==> src/rtl/rob_if.sv <==
// Reorder-buffer bus: dispatch and completion into the ROB, retirement and
// recovery back out toward the freelist and front end.
interface rob_if #(
   parameter int unsigned WAYS   = 2,
   parameter int unsigned ROB_SZ = 32,
   parameter int unsigned PR_W   = 6,
   parameter int unsigned AR_W   = 5,
   parameter int unsigned RI_W   = $clog2(ROB_SZ)
);
   logic [WAYS-1:0]      dispatch_valid;
   logic [WAYS*PR_W-1:0] dispatch_t_idx;
   logic [WAYS*PR_W-1:0] dispatch_told_idx;
   logic [WAYS*AR_W-1:0] dispatch_ar_idx;
   logic [WAYS*RI_W-1:0] dispatch_rob_idx;
   logic [RI_W:0]        free_slots;
   logic [WAYS-1:0]      complete_valid;
   logic [WAYS*RI_W-1:0] complete_rob_idx;
   logic [WAYS-1:0]      complete_mispredict;
   logic [WAYS-1:0]      retire_valid;
   logic [WAYS*PR_W-1:0] retire_t_idx;
   logic [WAYS*PR_W-1:0] retire_told_idx;
   logic [WAYS*AR_W-1:0] retire_ar_idx;
   logic                 br_recover_enable;

   modport master (
      output dispatch_valid, dispatch_t_idx, dispatch_told_idx, dispatch_ar_idx,
      output complete_valid, complete_rob_idx, complete_mispredict,
      input  dispatch_rob_idx, free_slots,
      input  retire_valid, retire_t_idx, retire_told_idx, retire_ar_idx,
      input  br_recover_enable
   );

   modport slave (
      input  dispatch_valid, dispatch_t_idx, dispatch_told_idx, dispatch_ar_idx,
      input  complete_valid, complete_rob_idx, complete_mispredict,
      output dispatch_rob_idx, free_slots,
      output retire_valid, retire_t_idx, retire_told_idx, retire_ar_idx,
      output br_recover_enable
   );
endinterface

==> src/rtl/rob.sv <==
// In-order reorder buffer: allocates per dispatch, tracks completion, retires up
// to WAYS entries per cycle in order and flushes on a retiring mispredicted branch.
module rob #(
   parameter int unsigned WAYS   = 2,
   parameter int unsigned ROB_SZ = 32,
   parameter int unsigned PR_W   = 6,
   parameter int unsigned AR_W   = 5,
   parameter int unsigned RI_W   = $clog2(ROB_SZ)
) (
   input logic clock,
   input logic reset,
   rob_if.slave rob_io
);

   logic [ROB_SZ-1:0] valid_q, cmpl_q, misp_q;
   logic [PR_W-1:0]   t_q    [ROB_SZ];
   logic [PR_W-1:0]   told_q [ROB_SZ];
   logic [AR_W-1:0]   ar_q   [ROB_SZ];
   logic [RI_W-1:0]   head_q, tail_q;
   logic [RI_W:0]     count_q, count_d, free_slots_q;

   logic [WAYS-1:0]   retire_c, accept_c;
   logic              recover_c, blocked_c;
   logic [RI_W:0]     n_ret_c, n_acc_c;
   logic [RI_W-1:0]   ret_idx_c  [WAYS];
   logic [RI_W-1:0]   disp_idx_c [WAYS];

   // Retirement reads only registered state; a mispredicted branch ends the group.
   always_comb begin
      retire_c  = '0;
      recover_c = 1'b0;
      blocked_c = 1'b0;
      n_ret_c   = '0;
      for (int k = 0; k < WAYS; k++) begin
         ret_idx_c[k] = head_q + RI_W'(k);
         if (!blocked_c && valid_q[ret_idx_c[k]] && cmpl_q[ret_idx_c[k]]) begin
            retire_c[k] = 1'b1;
            n_ret_c     = n_ret_c + (RI_W+1)'(1);
            if (misp_q[ret_idx_c[k]]) begin
               recover_c = 1'b1;
               blocked_c = 1'b1;
            end
         end else begin
            blocked_c = 1'b1;
         end
      end
   end

   // Accept lanes up to the registered free count; same-cycle retires are not credited.
   always_comb begin
      accept_c = '0;
      n_acc_c  = '0;
      for (int j = 0; j < WAYS; j++) begin
         disp_idx_c[j] = tail_q + RI_W'(j);
         if (rob_io.dispatch_valid[j] && ((RI_W+1)'(j) < free_slots_q)) begin
            accept_c[j] = 1'b1;
            n_acc_c     = n_acc_c + (RI_W+1)'(1);
         end
      end
      count_d = count_q + n_acc_c - n_ret_c;
   end

   always_comb begin
      rob_io.dispatch_rob_idx = '0;
      rob_io.retire_t_idx     = '0;
      rob_io.retire_told_idx  = '0;
      rob_io.retire_ar_idx    = '0;
      for (int j = 0; j < WAYS; j++) begin
         rob_io.dispatch_rob_idx[j*RI_W +: RI_W] = disp_idx_c[j];
         rob_io.retire_t_idx[j*PR_W +: PR_W]     = t_q[ret_idx_c[j]];
         rob_io.retire_told_idx[j*PR_W +: PR_W]  = told_q[ret_idx_c[j]];
         rob_io.retire_ar_idx[j*AR_W +: AR_W]    = ar_q[ret_idx_c[j]];
      end
   end

   assign rob_io.retire_valid      = retire_c;
   assign rob_io.br_recover_enable = recover_c;
   assign rob_io.free_slots        = free_slots_q;

   // Entry status and pointers; order inside the else-branch lets dispatch win last.
   always_ff @(posedge clock) begin
      if (reset || recover_c) begin
         valid_q      <= '0;
         cmpl_q       <= '0;
         misp_q       <= '0;
         head_q       <= '0;
         tail_q       <= '0;
         count_q      <= '0;
         free_slots_q <= (RI_W+1)'(ROB_SZ);
      end else begin
         for (int j = 0; j < WAYS; j++) begin
            if (rob_io.complete_valid[j] &&
                valid_q[rob_io.complete_rob_idx[j*RI_W +: RI_W]]) begin
               cmpl_q[rob_io.complete_rob_idx[j*RI_W +: RI_W]] <= 1'b1;
               if (rob_io.complete_mispredict[j])
                  misp_q[rob_io.complete_rob_idx[j*RI_W +: RI_W]] <= 1'b1;
            end
         end
         for (int k = 0; k < WAYS; k++) begin
            if (retire_c[k]) valid_q[ret_idx_c[k]] <= 1'b0;
         end
         for (int j = 0; j < WAYS; j++) begin
            if (accept_c[j]) begin
               valid_q[disp_idx_c[j]] <= 1'b1;
               cmpl_q[disp_idx_c[j]]  <= 1'b0;
               misp_q[disp_idx_c[j]]  <= 1'b0;
            end
         end
         head_q       <= head_q + n_ret_c[RI_W-1:0];
         tail_q       <= tail_q + n_acc_c[RI_W-1:0];
         count_q      <= count_d;
         free_slots_q <= (RI_W+1)'(ROB_SZ) - count_d;
      end
   end

   // Payload storage needs no reset; it is only observed behind valid.
   always_ff @(posedge clock) begin
      for (int j = 0; j < WAYS; j++) begin
         if (!reset && !recover_c && accept_c[j]) begin
            t_q[disp_idx_c[j]]    <= rob_io.dispatch_t_idx[j*PR_W +: PR_W];
            told_q[disp_idx_c[j]] <= rob_io.dispatch_told_idx[j*PR_W +: PR_W];
            ar_q[disp_idx_c[j]]   <= rob_io.dispatch_ar_idx[j*AR_W +: AR_W];
         end
      end
   end

endmodule

==> src/flat_wrapper.sv <==
// flat-port wrapper written by rule: the top's interface ports become plain ports
module rob_flat 
#(
   parameter int unsigned WAYS   = 2,
   parameter int unsigned ROB_SZ = 32,
   parameter int unsigned PR_W   = 6,
   parameter int unsigned AR_W   = 5,
   parameter int unsigned RI_W   = $clog2(ROB_SZ)
)
  (clock, reset, rob_io_dispatch_valid, rob_io_dispatch_t_idx, rob_io_dispatch_told_idx, rob_io_dispatch_ar_idx, rob_io_complete_valid, rob_io_complete_rob_idx, rob_io_complete_mispredict, rob_io_dispatch_rob_idx, rob_io_free_slots, rob_io_retire_valid, rob_io_retire_t_idx, rob_io_retire_told_idx, rob_io_retire_ar_idx, rob_io_br_recover_enable);
  rob_if #(.WAYS(WAYS), .ROB_SZ(ROB_SZ), .PR_W(PR_W), .AR_W(AR_W), .RI_W(RI_W)) rob_io_i ();
  input logic clock;
  input logic reset;
  input wire logic [$bits(rob_io_i.dispatch_valid)-1:0] rob_io_dispatch_valid;
  input wire logic [$bits(rob_io_i.dispatch_t_idx)-1:0] rob_io_dispatch_t_idx;
  input wire logic [$bits(rob_io_i.dispatch_told_idx)-1:0] rob_io_dispatch_told_idx;
  input wire logic [$bits(rob_io_i.dispatch_ar_idx)-1:0] rob_io_dispatch_ar_idx;
  input wire logic [$bits(rob_io_i.complete_valid)-1:0] rob_io_complete_valid;
  input wire logic [$bits(rob_io_i.complete_rob_idx)-1:0] rob_io_complete_rob_idx;
  input wire logic [$bits(rob_io_i.complete_mispredict)-1:0] rob_io_complete_mispredict;
  output wire logic [$bits(rob_io_i.dispatch_rob_idx)-1:0] rob_io_dispatch_rob_idx;
  output wire logic [$bits(rob_io_i.free_slots)-1:0] rob_io_free_slots;
  output wire logic [$bits(rob_io_i.retire_valid)-1:0] rob_io_retire_valid;
  output wire logic [$bits(rob_io_i.retire_t_idx)-1:0] rob_io_retire_t_idx;
  output wire logic [$bits(rob_io_i.retire_told_idx)-1:0] rob_io_retire_told_idx;
  output wire logic [$bits(rob_io_i.retire_ar_idx)-1:0] rob_io_retire_ar_idx;
  output wire logic [$bits(rob_io_i.br_recover_enable)-1:0] rob_io_br_recover_enable;
  assign rob_io_i.dispatch_valid = rob_io_dispatch_valid;
  assign rob_io_i.dispatch_t_idx = rob_io_dispatch_t_idx;
  assign rob_io_i.dispatch_told_idx = rob_io_dispatch_told_idx;
  assign rob_io_i.dispatch_ar_idx = rob_io_dispatch_ar_idx;
  assign rob_io_i.complete_valid = rob_io_complete_valid;
  assign rob_io_i.complete_rob_idx = rob_io_complete_rob_idx;
  assign rob_io_i.complete_mispredict = rob_io_complete_mispredict;
  assign rob_io_dispatch_rob_idx = rob_io_i.dispatch_rob_idx;
  assign rob_io_free_slots = rob_io_i.free_slots;
  assign rob_io_retire_valid = rob_io_i.retire_valid;
  assign rob_io_retire_t_idx = rob_io_i.retire_t_idx;
  assign rob_io_retire_told_idx = rob_io_i.retire_told_idx;
  assign rob_io_retire_ar_idx = rob_io_i.retire_ar_idx;
  assign rob_io_br_recover_enable = rob_io_i.br_recover_enable;
  rob #(.WAYS(WAYS), .ROB_SZ(ROB_SZ), .PR_W(PR_W), .AR_W(AR_W), .RI_W(RI_W)) u_core (.clock(clock), .reset(reset), .rob_io(rob_io_i));
endmodule
==> config.mk <==
export PLATFORM = sky130hd
export DESIGN_NAME = rob_flat
export DESIGN_NICKNAME = d
export VERILOG_FILES = /design/src/rtl/rob_if.sv /design/src/rtl/rob.sv /design/src/flat_wrapper.sv
export SDC_FILE = /design/constraint.sdc
export NUM_CORES = 1
export LEC_CHECK = 0
export CAP_MARGIN = 25
export CORE_MARGIN = 1.5
export CORE_UTILIZATION = 25
export CTS_BUF_LIST = sky130_fd_sc_hd__clkbuf_8 sky130_fd_sc_hd__clkbuf_16
export CTS_CLUSTER_SIZE = 24
export DETAILED_ROUTE_END_ITERATION = 16
export PLACE_DENSITY = 0.37
export SLEW_MARGIN = 5
export SYNTH_ARGS = -nofsm -noshare
export SYNTH_HDL_FRONTEND = slang
export SYNTH_SLANG_ARGS = --single-unit
export TNS_END_PERCENT = 30
==> constraint.sdc <==
create_clock -name clock -period 9.8 [get_ports clock]
set_input_delay 1.47 -clock clock [delete_from_list [all_inputs] [get_ports clock]]
set_output_delay 1.47 -clock clock [all_outputs]
set_load 0.01 [all_outputs]
==> results.py <==
metrics = {
    "outcome": {
        "outcome": "completed",
    },
    "worst_setup_path": {
        "crit_path_top_delay_cell": "dfxtp_4",
        "start_kind": "flop",
        "max_stage_delay_ns": 0.85,
        "worst-path-buf-inv": 4,
        "cp_data_required_time_ns": 8.33,
        "path_delay_family": "buffers and inverters",
        "crit_type": "reg2out",
        "crit_path_end_kind": "output pin",
        "crit_chain": "inv_1 > ha_4 > buf_4 > buf_4 > mux4_2 > nand2_1 > nand2_1 > a221oi_1 > o221ai_1 > clkdlybuf4s50_1",
        "arrival_ns": 6.01,
        "critPathMaxFanout": 46,
    },
    "grt": {
        "grt_pass1_vias": 28610,
        "use_met2": 0.3402,
        "top_usage_layer": "met2",
        "use_met1": 0.2701,
        "grt_pass1_wl_mm": 234.2,
        "overflow": 0,
        "use_met3": 0.03079,
        "grt_max_degree": 61,
        "grt_usage": 0.2035,
        "grt_antenna_before_repair": 10,
    },
    "sta": {
        "finalMaxSlewViolations": 0,
        "skew_ns": 0.04018,
        "max_freq_mhz": 133.6,
        "period_share": 0.7636,
        "rsz0062_at_grt": "no",
        "hold_viol_final": 0,
        "fin_tns_setup_ns": 0,
        "worst-slew-pin-transition_ns": 1.088,
        "relSlewSlack": 0.2724,
        "finalSetupViolations": 0,
        "layout_min_cycle_time_ns": 7.483,
    },
    "synth": {
        "synth_edf_count": 544,
        "synth_top_area_cell": "edfxtp_1",
        "synth_nets": 2921,
        "synthTopCellsByCount": "544 x edfxtp_1, 320 x mux2_1, 316 x mux4_2, 225 x mux2_2, 181 x clkbuf_1",
        "yosysTopAreaCellShare": 0.4051,
        "synth_cell_types": 74,
        "synth.area.top_cells": "edfxtp_1 41%, mux4_2 18%, mux2_1 8.9%, mux2_2 6.3%, dfxtp_1 5.8%",
        "synth_ff_type": "edfxtp_1",
        "avgSynthCellArea_um2": 14.20,
        "synthCells": 2841,
        "synth_most_common_cell": "edfxtp_1",
        "yosysSeqAreaShare": 0.4631,
        "synthArstFlopShare": 0,
        "ys_ff_latch": 661,
        "ys_warn_count": 0,
        "syn-cell-area_um2": 40330,
    },
    "clock_network": {
        "cts_tree": "done",
        "clockRootBuffer": "clkbuf_16",
        "cts_made_buffers": 83,
        "cts_sinks": 661,
        "clkTransAtPathRegs_ns": 0.06,
        "cts_resized": 0,
        "clk-insertion-delay-late_ns": 0.70,
        "cts_hold_repair.buffers": 0,
        "htreeDepth": 3,
        "clk_path_buf_depth": 3,
        "post_cts_buffers": 0,
    },
    "finish": {
        "n_fill_cell": 16239,
        "finalNetCount": 2935,
        "antennaDiodeCount": 0,
        "drive_above_1_share": 0.3023,
        "syn_to_final_growth_pct": 15.29,
    },
    "detailed_routing": {
        "drc_errors": 0,
        "via_count": 27716,
        "viasPerCell": 5.455,
        "firstDrtPassIters": 7,
        "ant_nets": 0,
        "drt_iter0_drc": 2564,
        "drt_wl_total_mm": 168.2,
        "routedWlPerCell_um": 33.11,
    },
    "die": {
        "dieArea_um2": 163700,
        "die_h_um": 404.6,
        "core_um2": 160400,
        "num_rows": 147,
        "start_util": 0.2515,
        "die_x_um": 404.6,
        "pin_count": 105,
    },
    "hold_path": {
        "hp-class": "reg2reg",
    },
    "power": {
        "fin_total_pwr_mw": 7.403,
        "total_leakage_power_nw": 14.85,
        "ir_worst_vdd_uv": 133.1,
        "p_per_area_nw_per_um2": 159.2,
    },
    "placement": {
        "port-buffer-count": 104,
        "routabilityCongestion": 0.8601,
        "hpwl_mm": 109.7,
    },
    "flow_run": {
        "maxCapViolCount": 0,
    },
}
layer usage:
| layer | part of all wire | up-vias | routed length, µm |
|---|---|---|---|
| met5 | 0.00061 | - | 103 |
| met2 | 0.48 | 1061 | 81520 |
| met3 | 0.051 | 246 | 8616 |
| met1 | 0.43 | 14934 | 72520 |
| met4 | 0.032 | 14 | 5453 |
| li1 | - | 11461 | - |
layout make-up:
class | instances | area [µm²] | area share
multi-input combinational | 1810 | 20010 | 0.4303
sequential | 661 | 18690 | 0.4019
tap | 2160 | 2703 | 0.05813
clock buffer | 95 | 2265 | 0.04871
timing repair buffer | 234 | 2175 | 0.04677
clock inverter | 56 | 416.7 | 0.008962
inverter | 65 | 244.0 | 0.005248
metrics by stage:
step / hold WS [ns] / setup slack (ns) / std cells / instance area (µm²) / util
after global routing: 0.5446 / 1.996 / 5081 / 46490 / 0.2899
after floorplan: 0.4638 / 3.443 / 2841 / 40330 / -
final: 0.5203 / 2.317 / 5081 / 46490 / 0.2899
after CTS: 0.5232 / 2.217 / 5078 / 46440 / 0.2896
after detailed placement: 0.4981 / 2.959 / 4927 / 43760 / 0.2728
after global placement: 0.4890 / 3.018 / 4917 / 43560 / 0.2716
sequential cells by signal (all words and copies together), names as in the netlist:
| name | count |
|---|---|
| u_core.head_q | 5 |
| u_core.misp_q | 32 |
| u_core.cmpl_q | 32 |
| u_core.t_q | 192 |
| u_core.ar_q | 160 |
| u_core.rob_io.free_slots | 6 |
| u_core.count_q | 5 |
| u_core.tail_q | 5 |
| u_core.valid_q | 32 |
| u_core.told_q | 192 |
kinds of logic (layout without fill, tap and decap cells):
group	after synthesis	count (layout)	synth area share
DFF	661	661	0.4631
buffers and inverters	370	450	0.04527
and+or+nand+nor	440	440	0.06068
muxes	929	929	0.3455
xor gates and xnor gates	23	23	0.005554
AOI/OAI and AO/OA	390	390	0.07040
adders and majority gates	28	28	0.009432
layout by cell type (no fill, tap or decap), drive strengths merged, types with 48 or more instances in the layout:
cell	synthesis	layout
a22oi	77	77
mux2i	68	68
clkbuf	181	95
buf	124	130
a21oi	76	76
mux4	316	316
mux2	545	545
clkdlybuf4s50	0	104
o22ai	85	85
dfxtp	117	117
edfxtp	544	544
nand2	154	154
o211a	48	48
nor2	123	123
inv	65	92
path summary, 6_finish.rpt:
| kind | start | endpoint | slack [ns] | cells after the start |
|---|---|---|---|---|
| setup / recovery | u_core.head_q[0] | rob_io_retire_t_idx[8] | 2.32 | 10 |
| hold / removal | u_core.cmpl_q[23] | u_core.cmpl_q[23] | 0.52 | 2 |
| setup reg to reg | u_core.head_q[0] | u_core.rob_io.free_slots[5] | 3.32 | 18 |
| hold reg to reg | u_core.cmpl_q[23] | u_core.cmpl_q[23] | 0.52 | 2 |
power breakdown:
part	leakage, nW	switching [mW]	internal [mW]
registers	5.85	0.0674	3.16
clock network	1.41	1.31	1.76
logic	7.60	0.687	0.431
total	14.9	2.06	5.34
worst register-to-register path, stage by stage, from the launching register on:
cell and delay, ns:
dfxtp_4 0.85, ha_1 0.75, nand3_1 0.30, xnor2_2 0.73, and2_1 0.23, a211oi_1 0.05
or4b_1 0.66, nor4_1 0.53, ha_1 0.36, ha_1 0.28, inv_1 0.03, ha_1 0.20
fa_1 0.47, xnor2_1 0.34, nand3_1 0.17, nor2_1 0.12, nand2_1 0.07, xnor2_1 0.15
nand2_1 0.06
Power figures use the tool's default switching activity.
